`src/rtl/key_debounce_if.sv`:
```
// key_debounce_if: raw key inputs and conditioned key outputs of the debouncer
interface key_debounce_if #(
    parameter int N = 4
);
    logic [N-1:0] KEY_IN;
    logic [N-1:0] KEY_OUT;
    logic [N-1:0] KEY_RISE;
    logic [N-1:0] KEY_FALL;
    modport master (output KEY_IN, input KEY_OUT, KEY_RISE, KEY_FALL);
    modport slave (input KEY_IN, output KEY_OUT, KEY_RISE, KEY_FALL);
endinterface

```
`src/rtl/key_debounce.sv`:
```
// key_debounce: per-channel synchroniser, stability-counter FSM and edge pulses
module key_debounce #(
    parameter int N          = 4,
    parameter int STABLE     = 1000000,
    parameter int CNT_W      = 20,
    parameter bit ACTIVE_LOW = 1'b0
) (
    input logic          CLK,
    input logic          CLR,
    key_debounce_if.slave bus
);
    typedef enum logic [1:0] {IDLE0, WAIT1, IDLE1, WAIT0} state_t;
    localparam logic [CNT_W-1:0] LAST = CNT_W'(STABLE - 1);
    logic [N-1:0] out_v, rise_v, fall_v;
    for (genvar i = 0; i < N; i++) begin : ch
        logic             s1, s2;
        state_t           state_q, state_d;
        logic [CNT_W-1:0] cnt_q, cnt_d;
        logic             out_q, out_d, rise_q, rise_d, fall_q, fall_d;
        // two-flop synchroniser on the polarity-corrected raw key
        always_ff @(posedge CLK or posedge CLR) begin
            if (CLR) begin
                s1 <= 1'b0;
                s2 <= 1'b0;
            end else begin
                s1 <= bus.KEY_IN[i] ^ ACTIVE_LOW;
                s2 <= s1;
            end
        end
        // state, stability counter and registered outputs
        always_ff @(posedge CLK or posedge CLR) begin
            if (CLR) begin
                state_q <= IDLE0;
                cnt_q   <= '0;
                out_q   <= 1'b0;
                rise_q  <= 1'b0;
                fall_q  <= 1'b0;
            end else begin
                state_q <= state_d;
                cnt_q   <= cnt_d;
                out_q   <= out_d;
                rise_q  <= rise_d;
                fall_q  <= fall_d;
            end
        end
        // accept a new level only after STABLE consecutive disagreeing samples
        always_comb begin
            state_d = state_q;
            cnt_d   = '0;
            out_d   = out_q;
            rise_d  = 1'b0;
            fall_d  = 1'b0;
            case (state_q)
                IDLE0: begin
                    state_d = s2 ? WAIT1 : IDLE0;
                    cnt_d   = s2 ? CNT_W'(1) : '0;
                end
                WAIT1: begin
                    if (!s2) begin
                        state_d = IDLE0;
                    end else if (cnt_q == LAST) begin
                        state_d = IDLE1;
                        out_d   = 1'b1;
                        rise_d  = 1'b1;
                    end else begin
                        cnt_d = cnt_q + CNT_W'(1);
                    end
                end
                IDLE1: begin
                    state_d = s2 ? IDLE1 : WAIT0;
                    cnt_d   = s2 ? '0 : CNT_W'(1);
                end
                default: begin
                    if (s2) begin
                        state_d = IDLE1;
                    end else if (cnt_q == LAST) begin
                        state_d = IDLE0;
                        out_d   = 1'b0;
                        fall_d  = 1'b1;
                    end else begin
                        cnt_d = cnt_q + CNT_W'(1);
                    end
                end
            endcase
        end
        assign out_v[i]  = out_q;
        assign rise_v[i] = rise_q;
        assign fall_v[i] = fall_q;
    end
    assign bus.KEY_OUT  = out_v;
    assign bus.KEY_RISE = rise_v;
    assign bus.KEY_FALL = fall_v;
endmodule

```
`src/flat_wrapper.sv`:
```
// flat-port wrapper written by rule: the top's interface ports become plain ports
module key_debounce_flat 
#(
    parameter int N          = 4,
    parameter int STABLE     = 1000000,
    parameter int CNT_W      = 20,
    parameter bit ACTIVE_LOW = 1'b0
)
  (CLK, CLR, bus_KEY_IN, bus_KEY_OUT, bus_KEY_RISE, bus_KEY_FALL);
  key_debounce_if #(.N(N)) bus_i ();
  input logic CLK;
  input logic CLR;
  input wire logic [$bits(bus_i.KEY_IN)-1:0] bus_KEY_IN;
  output wire logic [$bits(bus_i.KEY_OUT)-1:0] bus_KEY_OUT;
  output wire logic [$bits(bus_i.KEY_RISE)-1:0] bus_KEY_RISE;
  output wire logic [$bits(bus_i.KEY_FALL)-1:0] bus_KEY_FALL;
  assign bus_i.KEY_IN = bus_KEY_IN;
  assign bus_KEY_OUT = bus_i.KEY_OUT;
  assign bus_KEY_RISE = bus_i.KEY_RISE;
  assign bus_KEY_FALL = bus_i.KEY_FALL;
  key_debounce #(.N(N), .STABLE(STABLE), .CNT_W(CNT_W), .ACTIVE_LOW(ACTIVE_LOW)) u_core (.CLK(CLK), .CLR(CLR), .bus(bus_i));
endmodule
```
`config.mk`:
```
export PLATFORM = sky130hd
export DESIGN_NAME = key_debounce_flat
export DESIGN_NICKNAME = d
export VERILOG_FILES = /design/src/rtl/key_debounce_if.sv /design/src/rtl/key_debounce.sv /design/src/flat_wrapper.sv
export SDC_FILE = /design/constraint.sdc
export NUM_CORES = 1
export LEC_CHECK = 0
export ABC_CLOCK_PERIOD_IN_PS = 10300
export BUFFER_PORTS_ARGS = -buffer_cell sky130_fd_sc_hd__buf_2
export CORE_ASPECT_RATIO = 0.7
export CORE_UTILIZATION = 60
export CTS_BUF_LIST = sky130_fd_sc_hd__clkbuf_4 sky130_fd_sc_hd__clkbuf_8
export CTS_CLUSTER_DIAMETER = 30
export CTS_CLUSTER_SIZE = 14
export DETAILED_ROUTE_END_ITERATION = 8
export PLACE_DENSITY = 0.76
export RECOVER_POWER = 50
export SLEW_MARGIN = 10
export SYNTH_ARGS = -nofsm -noshare
export SYNTH_HDL_FRONTEND = slang
export SYNTH_SLANG_ARGS = --single-unit
```
`constraint.sdc`:
```
create_clock -name CLK -period 10.3 [get_ports CLK]
set_clock_uncertainty 0.1 [all_clocks]
set_input_delay 2.06 -clock CLK [delete_from_list [all_inputs] [get_ports CLK]]
set_output_delay 2.06 -clock CLK [all_outputs]
set_load 0.01 [all_outputs]
```
==> metrics.cfg <==
[setup_path]
rr_endpoint=u_core.ch[2].cnt_q[6]
path_max_fanout=55
critPathMaxStageDelay_ns=1.27
critPathRequiredTime_ns=10.66
r2r-start=u_core.ch[2].cnt_q[12]
cp.buffers_inverters=3
crit_family=buffers and inverters
end_kind=asynchronous set/reset pin
arrival_ns=4.22
worst-path-stages=3
path_cells=buf_2 > clkinvlp_2 > buf_4
path_class=input pin to asynchronous set/reset pin
start_kind=input pin
cp_slowest_cell=clkinvlp_2
ff2ff_path_depth=4
rrSetupSlack_ns=6.80

[die]
io-pin-count=18
die_height_um=80.56
dieArea_um2=9202
core_area_um2=8513
rows=28
initial_utilization_pct=62.14
die_w_um=114.2

[global_routing]
grt-ovfl-total=0
grt_max_degree=56
track_usage_pct=23.03
grt_pass1_wl_um=16630
antenna_found_initial=0
grt_pass1_vias=3579

[logic_synthesis]
ys_seq_elements=108
synth_top_area_share_pct=51.09
synth_edf_count=0
syn-instance-count=522
synth_seq_area_share_pct=51.09
syn_area_per_cell_um2=10.13
ys_top_cells_by_area=dfrtp_1 (51%), xnor2_1 (4.8%), nor2_1 (4.5%)
yosysUniqueCellTypes=51
async_reset_ff_share_pct=100.0
synthFlopType=dfrtp_1
synth_top_area_cell=dfrtp_1
ys_warn_count=0
synth_area_um2=5290
syn-num-nets=537

[cts]
htreeDepth=3
insertion_delay_ns=0.38
cts.sinks=108
ctsHoldBuffers=0
clock_path_buffers=2
cts.reportedPaths.clkPinSlew_ns=0.09
numCtsBuffers=9
cts_setup_buffers=0
post_cts_resized=0
cts_tree=done
cts-root-buf=clkbuf_8

[final_layout]
nets=546
areaGrowthSynthToFinish_pct=5.345
final_core_util_pct=65.46
fin_area_um2=5573
drive_above_1_share_pct=7.649
fillers=715
diodes=0

[placement]
dp.final_hpwl_um=6429
post_dp_cell_area_um2=5400
routabilityCongestion=0.8204
port_buffers=17

[power]
p_comb_share_pct=9.6
irDropWorstVdd_uv=99.77
sw_frac_of_total_pct=25.35
total_power_mw=0.7727
clock_power_share_pct=32.4
seqPwrFrac_pct=58.0
powerDensity_nw_per_um2=138.6
internal_power_mw=0.5768
switchingPower_mw=0.1959
leakagePower_nw=2.292

[timing]
relSlewSlack_pct=-51.49
finalSetupViolCount=0
period_needed_ns=3.858
tightestPinTransition_ns=2.260
fmax_mhz=259.2
slew_violations=76
rsz0062_at_grt=false
timing.final.hold_violations=0
tns_ns=0
period_share_pct=37.46

[worst_hold_path]
hp-start=u_core.ch[1].s1
min_to=u_core.ch[1].s2
whs_path_depth=0
min_path_type=register to register

[run_status]
violations=capacitance limit, slew limit
status=finished with violations

[flow_run]
cap_violations=2

[route]
drc_errors=0
detail_route.iter0.violations=203
routedWlPerCell_um=14.44
viasPerCell=5.721
ant_nets=0
routed_wl_um=9474
dr.pass1.iters=4
vias=3753

cells in the final DEF (no fill, tap or decap), types with 8 or more instances in the layout:
cell type  instances
clkbuf_8          12
and4_1             8
o21ai_0           14
xnor2_1           29
nor2_1            63
nor3_1            10
a21oi_1           21
xor2_1            25
inv_1             21
buf_2             17
o31ai_1           10
nand2_1           27
nand3_1           33
ha_1               9
or4_1             14
nor4_1            14
dfrtp_1          108
or3_1             16
nand4_1           20
kinds of logic after synthesis:
| group | synth area share [%] |
|---|---|
| buf+inv | 4.257 |
| compound gates | 7.782 |
| flops | 51.09 |
| fa+ha+maj | 2.129 |
| xor+xnor | 8.940 |
| simple gates | 24.62 |
| mux | 1.183 |
worst max-delay path by stage:
stage	endpoint	from	slack, ns
after CTS	bus_KEY_OUT[1]	u_core.ch[1].out_q	7.20
after global routing	u_core.ch[2].cnt_q[6]	CLR	5.98
after global placement	u_core.ch[2].cnt_q[3]	CLR	6.82
after detailed placement	u_core.ch[2].cnt_q[4]	CLR	6.84
final	u_core.ch[2].cnt_q[15]	CLR	6.44
after floorplan	asynchronous set/reset pin	CLR	5.29
through the flow:
| step | hold WS (ns) | worst slack (ns) | instances |
|---|---|---|---|
| final | 0.2529 | 6.442 | 656 |
| after global routing | 0.2555 | 5.983 | 656 |
| after CTS | 0.2509 | 7.198 | 656 |
| after detailed placement | 0.2347 | 6.844 | 640 |
| after global placement | 0.2326 | 6.819 | 640 |
| after floorplan | 0.2312 | 5.294 | 522 |
flip-flops by register name, summed over array words and instances (netlist names), named ones only:
name,cells
u_core.ch.fall_q,4
u_core.ch.state_q,4
u_core.ch.cnt_q,80
u_core.ch.s2,4
u_core.ch.out_q,4
u_core.ch.rise_q,4
u_core.ch.s1,4
power by group through the flow:
stage	Combinational (mW)	Sequential (mW)	Clock, mW
4_1_cts	0.0762	0.448	0.258
2_1_floorplan	0.0595	0.452	0
5_1_grt	0.0862	0.450	0.274
3_5_place_dp	0.0755	0.456	0
3_3_place_gp	0.0731	0.455	0
6_report	0.0739	0.448	0.250
cells in the mapped netlist (3+ instances only):
master,number
nand3_1,33
nand2b_1,3
mux2i_1,4
buf_2,5
and3_1,7
xor2_1,25
inv_1,22
buf_4,13
ha_1,9
nor3_1,10
a21o_1,3
xnor2_1,29
a21oi_1,21
or4_1,13
and4_1,8
and2_1,8
nor3b_1,4
dfrtp_1,108
nand2_1,27
o31ai_1,10
nand4_1,20
nor4_1,14
nor2_1,63
or3_1,16
o21ai_0,12
per-layer routing:
layer | share of wire [%] | up-vias | GRT usage, % | wire length [um]
met3 | 3.2 | 14 | 5.358 | 302
met2 | 44 | 63 | 34.97 | 4209
met4 | 1.4 | 0 | 8.182 | 133
met1 | 51 | 1799 | 32.36 | 4829
met5 | 0 | - | 0 | 0
li1 | - | 1877 | - | -
final cells by class:
cell class | count | area (um2) | area share [%]
Sequential cell | 108 | 2703 | 48.50
Clock buffer | 15 | 187.7 | 3.368
Clock inverter | 1 | 5.005 | 0.08981
Timing Repair Buffer | 19 | 96.34 | 1.729
Tap cell | 120 | 150.1 | 2.694
Inverter | 22 | 83.83 | 1.504
Multi-Input combinational cell | 371 | 2347 | 42.12
Power figures use the tool's default switching activity.
